==> src/rtl/fetch_pkg.sv <==
// Shared types and constants for the instruction fetch stage.
package fetch_pkg;

  localparam int XLEN = 32;
  localparam logic [XLEN-1:0] RESET_PC_DEFAULT = 32'h0000_0000;

  typedef enum logic [1:0] {
    BOOT,
    RUN,
    REDIRECT
  } fetch_state_t;

  typedef struct packed {
    logic [XLEN-1:0] pc;
    logic [XLEN-1:0] inst;
  } fetch_entry_t;

endpackage

==> src/rtl/fetch_queue.sv <==
// Prefetch FIFO holding {pc, inst} entries; the head is a register so decode
// sees stable outputs that keep their last value once the queue drains.
module fetch_queue
  import fetch_pkg::*;
#(
  parameter int DEPTH = 4,
  localparam int AW = $clog2(DEPTH),
  localparam int CW = $clog2(DEPTH) + 1
) (
  input  logic         clk,
  input  logic         rst,
  input  logic         push,
  input  fetch_entry_t push_entry,
  input  logic         pop,
  input  logic         flush,
  output logic [CW-1:0] count,
  output logic         valid,
  output fetch_entry_t head
);

  fetch_entry_t  mem [DEPTH];
  logic [AW-1:0] rd_ptr;
  logic [AW-1:0] wr_ptr;
  logic [CW-1:0] cnt;
  logic          do_pop;
  logic [AW-1:0] rd_next;
  logic [CW-1:0] remain;

  assign do_pop  = pop && (cnt != '0);
  assign rd_next = rd_ptr + AW'(do_pop);
  assign remain  = cnt - CW'(do_pop);
  assign count   = cnt;
  assign valid   = (cnt != '0);

  always_ff @(posedge clk) begin
    if (push && !flush) begin
      mem[wr_ptr] <= push_entry;
    end
  end

  // The next head is the oldest surviving entry, or the incoming push when
  // nothing older remains; with neither, the head keeps its last value.
  always_ff @(posedge clk or negedge rst) begin
    if (!rst) begin
      rd_ptr <= '0;
      wr_ptr <= '0;
      cnt    <= '0;
      head   <= '0;
    end else if (flush) begin
      rd_ptr <= '0;
      wr_ptr <= '0;
      cnt    <= '0;
    end else begin
      if (push) begin
        wr_ptr <= wr_ptr + AW'(1);
      end
      rd_ptr <= rd_next;
      cnt    <= remain + CW'(push);
      if (remain != '0) begin
        head <= mem[rd_next];
      end else if (push) begin
        head <= push_entry;
      end
    end
  end

endmodule

==> src/rtl/fetch_unit.sv <==
// Instruction fetch stage: PC generation, imem requests and prefetch queue to decode.
// Define FETCH_PERF_EN to add the stall_cnt port counting empty RUN cycles.
module fetch_unit
  import fetch_pkg::*;
#(
  parameter logic [XLEN-1:0] RESET_PC = RESET_PC_DEFAULT,
  parameter int DEPTH = 4
) (
  input  logic        clk,
  input  logic        rst,
  output logic        imem_req,
  output logic [29:0] imem_addr,
  input  logic [31:0] imem_rdata,
  input  logic        redirect,
  input  logic [31:0] redirect_pc,
  output logic        inst_valid,
  input  logic        inst_ready,
  output logic [31:0] inst_out,
  output logic [31:0] pc_out
`ifdef FETCH_PERF_EN
  ,
  output logic [15:0] stall_cnt
`endif
);

  localparam int CW = $clog2(DEPTH) + 1;

  fetch_state_t    state;
  logic [XLEN-1:0] fetch_pc;
  logic [XLEN-1:0] req_pc;
  logic            inflight;
  logic [CW-1:0]   count;
  logic            credit_ok;
  logic            push;
  logic            pop;
  fetch_entry_t    push_entry;
  fetch_entry_t    head;

  // Queued entries plus the one outstanding response must fit in the queue.
  assign credit_ok = (count + CW'(inflight)) < CW'(DEPTH);

  always_comb begin
    imem_req = 1'b0;
    if (!redirect) begin
      case (state)
        RUN:      imem_req = credit_ok;
        REDIRECT: imem_req = 1'b1;
        default:  imem_req = 1'b0;
      endcase
    end
  end

  assign imem_addr  = fetch_pc[31:2];
  assign push       = inflight && !redirect;
  assign pop        = inst_valid && inst_ready;
  assign push_entry = '{pc: req_pc, inst: imem_rdata};
  assign inst_out   = head.inst;
  assign pc_out     = head.pc;

  always_ff @(posedge clk or negedge rst) begin
    if (!rst) begin
      state    <= BOOT;
      fetch_pc <= RESET_PC;
      req_pc   <= '0;
      inflight <= 1'b0;
    end else begin
      inflight <= imem_req;
      if (imem_req) begin
        req_pc <= fetch_pc;
      end
      if (redirect) begin
        fetch_pc <= redirect_pc & ~32'h3;
        state    <= REDIRECT;
      end else begin
        if (imem_req) begin
          fetch_pc <= fetch_pc + XLEN'(4);
        end
        if (state != RUN) begin
          state <= RUN;
        end
      end
    end
  end

  fetch_queue #(.DEPTH(DEPTH)) u_queue (
    .clk        (clk),
    .rst        (rst),
    .push       (push),
    .push_entry (push_entry),
    .pop        (pop),
    .flush      (redirect),
    .count      (count),
    .valid      (inst_valid),
    .head       (head)
  );

`ifdef FETCH_PERF_EN
  always_ff @(posedge clk or negedge rst) begin
    if (!rst) begin
      stall_cnt <= '0;
    end else if (state == RUN && !inst_valid && stall_cnt != 16'hFFFF) begin
      stall_cnt <= stall_cnt + 16'd1;
    end
  end
`endif

endmodule
==> config.mk <==
export PLATFORM = sky130hd
export DESIGN_NAME = fetch_unit
export DESIGN_NICKNAME = d
export VERILOG_FILES = /design/src/rtl/fetch_pkg.sv /design/src/rtl/fetch_queue.sv /design/src/rtl/fetch_unit.sv
export SDC_FILE = /design/constraint.sdc
export NUM_CORES = 1
export LEC_CHECK = 0
export CELL_PAD_IN_SITES_DETAIL_PLACEMENT = 1
export CELL_PAD_IN_SITES_GLOBAL_PLACEMENT = 2
export CORE_MARGIN = 10
export CORE_UTILIZATION = 37
export DETAILED_ROUTE_END_ITERATION = 8
export MAX_ROUTING_LAYER = met4
export PLACE_DENSITY = 0.81
export SYNTH_ARGS = -nofsm -noshare
export SYNTH_HDL_FRONTEND = slang
export SYNTH_SLANG_ARGS = --single-unit
export TNS_END_PERCENT = 100
==> constraint.sdc <==
create_clock -name clk -period 2.43 [get_ports clk]
set_input_delay 0.243 -clock clk [delete_from_list [all_inputs] [get_ports clk]]
set_output_delay 0.243 -clock clk [all_outputs]
set_load 0.01 [all_outputs]
# Yosys cells after proc, flatten, opt, wreduce, memory -nomap -nowiden
# Memories as Yosys holds them, arrays and structs flattened.
# Cells that the tools add are included.
[word_totals]
register_bits = 138
ramBits = 256
inputBits = 68
out_inout_bits = 96
word_cells = 47
n_memories = 1
[classes]
n_addsub = 6
n_lt_le_gt_ge = 1
eq_ne = 3
mux = 14
bitwise = 1
reduce_logical = 12
[memory_table]
columns = ["name", "depth", "word_bits", "rd", "rd_ports_with_merged_regs", "write_ports", "line_no", "source"]
rows = [
  ["u_queue.mem", 4, 64, 1, 0, 1, "fetch_queue.sv:21", "fetch_entry_t mem [DEPTH];"],
]
[op_table]
columns = ["cell", "n"]
rows = [
  ["2-to-1 mux 64 bit", 2],
  ["2-to-1 mux 32 bit", 2],
  ["adder 32 x 3 -> 32 bit (second input constant)", 1],
  ["2-to-1 mux 2 bit", 5],
  ["nonzero test 2 bit", 4],
  ["adder 3 x 1 -> 3 bit", 2],
  ["nonzero test 3 bit", 2],
  ["logical AND 1 bit", 4],
  ["less-than comparator 3 bit (second input constant)", 1],
  ["2-to-1 mux 1 bit", 3],
  ["2-to-1 mux 3 bit", 1],
  ["subtractor 3 x 1 -> 3 bit", 1],
  ["adder 2 x 1 -> 2 bit", 1],
  ["adder 2 x 1 -> 2 bit (second input constant)", 1],
  ["== test 2 x 1 -> 1 bit (second input constant)", 1],
  ["== test 2 bit (second input constant)", 1],
  ["!= test 2 x 1 -> 1 bit (second input constant)", 1],
  ["one-hot mux 1 bit (2 select lines)", 1],
  ["AND reduction 2 bit", 1],
  ["zero test 1 bit", 1],
  ["NOT 1 bit", 1],
]

# Depth between registers and ports, before layout
[logic_depth]
word_depth = 7
depth_mapped = 11
mapped_depth_nobuf = 8

# Hierarchy
# A second synthesis with hierarchy kept.
[unflattened]
hier_cells = 1014
area_unflattened_um2 = 15852.7
[modules_own_cells]
columns = ["mod", "n_inst", "cells_each", "area_per_inst_um2", "seq_area_each_um2"]
rows = [
  ["fetch_queue", 1, 731, 12594.6, 9464.1],
  ["fetch_unit", 1, 283, 3258.1, 1576.5],
]

# Worst setup path after synthesis
# No wires, ideal clock.
[synth_path]
kind = "register to register"
start = "reg inflight"
end = "mem u_queue.mem[1][0] in the netlist's numbering (enable)"
setup_ps = 426
arrival_ps = 2160
t_required_ps = 2004
setup_slack_ps = -157
stages_incl_launch_ff = 3
n_path_buf = 0
period_less_slack_ps = 2587
path_cell_list = "dfrtp_1 > nor2b_1 > and2_1"
[synth_via]
elab_chain_len = 4
[synth_lines]
columns = ["item", "line_no", "source"]
rows = [
  ["start: declaration", "fetch_unit.sv:31", "logic inflight;"],
  ["start signal: assignment", "fetch_unit.sv:67", "inflight <= imem_req;"],
  ["logical AND 1 bit", "fetch_unit.sv:54", "assign push = inflight && !redirect;"],
  ["logical AND 1 bit", "fetch_queue.sv:36", "if (push && !flush) begin"],
  ["2-to-1 mux 1 bit", "fetch_queue.sv:36", ""],
  ["2-to-1 mux 1 bit (implied by the code)", "fetch_queue.sv:37", "mem[wr_ptr] <= push_entry;"],
  ["end: declaration", "fetch_queue.sv:21", ""],
]
# No other way between the ends.

# Final worst setup path
[layout_path]
start = "reg state[1]"
end = "reg fetch_pc[22]"
[layout_via]
elab_chain_len = 4
word_cells_on_any_way = 5
classes_between = "eq/ne: 2; mux: 2; reduce/logical: 1"
[layout_lines]
columns = ["item", "line_no", "source"]
rows = [
  ["start: declaration", "fetch_unit.sv:28", "fetch_state_t state;"],
  ["start signal: assignment", "fetch_unit.sv:62", "state <= BOOT;"],
  ["start signal: assignment", "fetch_unit.sv:73", "state <= REDIRECT;"],
  ["start signal: assignment", "fetch_unit.sv:79", "state <= RUN;"],
  ["== test 2 bit / == test 2 x 1 -> 1 bit (equally long branches)", "fetch_unit.sv:45", "case (state)"],
  ["one-hot mux 1 bit (2 select lines) *", "fetch_unit.sv:45", ""],
  ["2-to-1 mux 1 bit *", "fetch_unit.sv:44", "if (!redirect) begin"],
  ["nonzero test 2 bit (no source line) *", "n/a", ""],
  ["end signal: assignment", "fetch_unit.sv:72", "fetch_pc <= redirect_pc & ~32'h3;"],
  ["end signal: assignment", "fetch_unit.sv:76", "fetch_pc <= fetch_pc + XLEN'(4);"],
  ["end: declaration", "fetch_unit.sv:29", "logic [XLEN-1:0] fetch_pc;"],
]
# Every way passes the cells marked *; elsewhere a longest branch is shown, timed or not.
# A chain may end at the register's enable or synchronous reset.

==> impl_metrics.yaml <==
floorplanning:
  die_x_um: 225
  fp-row-count: 75
  die_height_um: 225
  initial_utilization_pct: 37.3
  io_pins: 164
  core_sq_mm: 0.0419
  dieArea_sq_mm: 0.0508
sta:
  fmax_ghz: 0.426
  whs_ps: 154
  fin_crit_ps: 2350
  tns_ps: 0
  setup_viol: 0
  fin_crit_sh_pct: 96.6
  worst_slew_pin_slew_ps: 634
  drv_slew: 0
  clock_skew_ps: 17.3
  relSlewSlack_pct: 57.7
  hold_viol: 0
  fin_ws_ps: 83.4
  rsz0062_at_grt: "yes"
grt:
  grt_first_pass_wirelength_mm: 68.1
  overflow: 0
  grt_pass1_vias: 11200
  grt_usage_pct: 17.9
  grt_max_degree: 62
  antenna_found_initial: 0
cells_and_area:
  finalNonFillerCells: 1833
  multi_input_area_sq_mm: 0.00451
  area_delta_synth_final_pct: 26.4
  fill_cells: 4100
  regArea_sq_mm: 0.0108
  diodes: 0
  stdcell_area_sq_mm: 0.0197
  nNetsFinal: 1337
  fin_util_pct: 47.2
  drive_gt1_share_pct: 16.7
setup_path:
  worstPathMaxFanout: 8
  path_buf_inv: 1
  crit_path_start_kind: "flop"
  worst_ep_required_time_ps: 2870
  worstPathCellList: "buf_4 -> ha_1 -> nor2b_1 -> nand4_2 -> a211oi_1 -> xor2_1 -> mux2_2"
  slowest_stage: "dfrtp_1"
  crit_family: "simple AND/OR/NAND/NOR gates"
  critPathKind: "reg -> reg"
  r2r_cells: 7
  end_kind: "flop"
  reg2reg_to: "fetch_pc[22]"
  max_stage_delay_ps: 390
  worst-endpoint-arrival_ps: 2790
  r2r_setup_slack_ps: 80
  timing.rr.start: "state[1]"
routing:
  drc: 0
  drtIter0Drc: 680
  ant_nets: 0
  drt_first_pass_iters: 5
  wire_per_inst_um: 24.2
  viasPerCell: 5.46
  dr_total_vias: 10000
  finalWirelength_mm: 44.4
hold_path:
  min_to: "u_queue.rd_ptr[1]"
  hold_depth: 3
  hold_class: "in -> reg"
  min_from: "redirect"
logic_synthesis:
  ys_ff_latch: 380
  synth_cell_types: 50
  synth_top_family_by_area: "compound AO/OA/AOI/OAI gates"
  syn_area_per_cell_sq_um: 14.8
  yosys_warnings: 0
  muxShareOfSynthArea_pct: 7.33
  yosysTopAreaCellShare_pct: 47.7
  ys_top_cells_by_area: "edfxtp_1 (48%), dfrtp_1 (21%), mux2i_1 (3.3%), a221o_1 (3.1%), mux2_2 (3.0%)"
  ys.flop_type: "edfxtp_1"
  synthSimpleGateAreaFrac_pct: 5.01
  synth_compound_area_share_pct: 13.3
  async_flop_share_pct: 34.7
  synth_area_leader_cell: "edfxtp_1"
  yosysSeqAreaShare_pct: 68.8
  synthAdderAreaFrac_pct: 0.801
  synthXorXnorAreaFrac_pct: 1.85
  synth_area_sq_mm: 0.0156
  synthCells: 1055
  synth_edf_count: 248
clocking:
  cts-root-buf: "clkbuf_16"
  cts.sinks: 380
  numCtsBuffers: 43
  cts_buffer_depth: 3
  cts_tree: "yes"
  worstSkewPairLatency_ps: 570
  cts-htree-levels: 2
  clkSlewWorstSetupHoldPaths_ps: 60
power_and_ir_drop:
  vdd_drop_max_v: 0.000522
  p_leak_nw: 7.01
  power_density_mw_per_mm2: 1040
  power.total_mw: 20.5
place:
  io_buffers: 159
  place_hpwl_mm: 28.2
  place_area_sq_mm: 0.0183
  pre_cts_slack_ps: -70.1
  globalplace.congestion: 0.773
  placedCellCount: 1747
status:
  outcome: "complete, no violations"
job:
  cap_violations: 0
## registers in the layout (all words and copies together) (netlist names)
| name | count |
|---|---|
| u_queue.wr_ptr | 2 |
| inflight | 1 |
| state | 2 |
| u_queue.head | 62 |
| u_queue.mem | 248 |
| req_pc | 30 |
| u_queue.rd_ptr | 2 |
| u_queue.count | 3 |
| fetch_pc | 30 |
## Yosys cell counts, drive strengths merged (15+ instances only)
cell,instances
mux2i,54
edfxtp,248
mux2,50
nor2,24
o22ai,48
a211oi,57
nand3,18
a22oi,15
o31ai,15
clkbuf,30
nand2,70
a221o,48
buf,45
a21oi,18
nor3,15
o21ai,41
dfrtp,132
xnor2,21
## power by group
part	switching (mW)	total, mW	internal [mW]
sequential	0.834	8.77	7.94
clock	2.64	6.36	3.72
combinational	2.79	5.36	2.56
## layout make-up
type                       count  area share [%]
sequential                   380            54.5
multi-input combinational    588            22.8
timing repair buffer         233            12.1
clock buffer                  50            5.63
tap                          539            3.42
clock inverter                30            1.34
inverter                      13           0.247
## timing repair
action | 4_1_cts | 5_1_grt
pin swaps | 1 | 2
endpoints found under the hold margin | 59 | 0
gates cloned | 0 | 1
buffers inserted | 3 | 1
endpoints found under the setup margin | 1 | 43
hold buffers | 1 | 0
gates resized for setup | 7 | 3
## cell usage in the layout, fill, tap and decap left out, types with 7 or more instances in the layout
cell type,n
nor2_1,21
a221o_1,48
a211oi_1,57
a221oi_1,14
o21ai_0,29
o31ai_1,14
a22oi_1,15
a21oi_1,18
xor2_1,12
edfxtp_1,248
and2_1,7
inv_1,11
dfrtp_1,131
nor3_1,15
clkinv_1,11
a2111oi_2,8
o22ai_1,48
xnor2_1,19
o21ai_1,10
nand3_1,18
nor2b_1,7
buf_4,54
clkinv_2,9
clkdlybuf4s50_1,156
mux2_1,8
mux2_2,41
nand2_1,70
clkbuf_16,44
buf_12,18
ha_1,9
mux2i_1,51
## layer usage
metal  up-vias  wire, um  global-route usage (%)
li1       4550         -                       -
met1      5193     19200                    22.0
met2       214     22400                    29.9
met3        50      2070                    3.84
met4         0       675                    4.03
met5         -         0                       -
## how the worst max path moves through the flow
stage                     cells past startpoint  slack, ps        startpoint          endpoint
after floorplan                              11        200  u_queue.count[2]  u_queue.head[13]
after global placement                       10        -20        inst_ready  u_queue.head[15]
after detailed placement                     10        -70        inst_ready  u_queue.head[13]
after CTS                                     6         70          state[0]          imem_req
after global routing                          7        -10          state[1]      fetch_pc[28]
final                                         7         80          state[1]      fetch_pc[22]
## tightest hold or removal path, stage by stage
cell and delay (ps):
buf_2 160, buf_4 220, a21oi_1 60
## logic make-up (layout without fill, tap and decap cells)
logic type | count (synthesis) | after routing
flops | 380 | 380
compound gates | 275 | 275
simple gates | 164 | 164
mux | 104 | 104
buf+inv | 88 | 326
xor+xnor | 33 | 33
fa+ha+maj | 10 | 10
other cells | 1 | 2
Note: power is estimated with default switching activity, not from simulation.
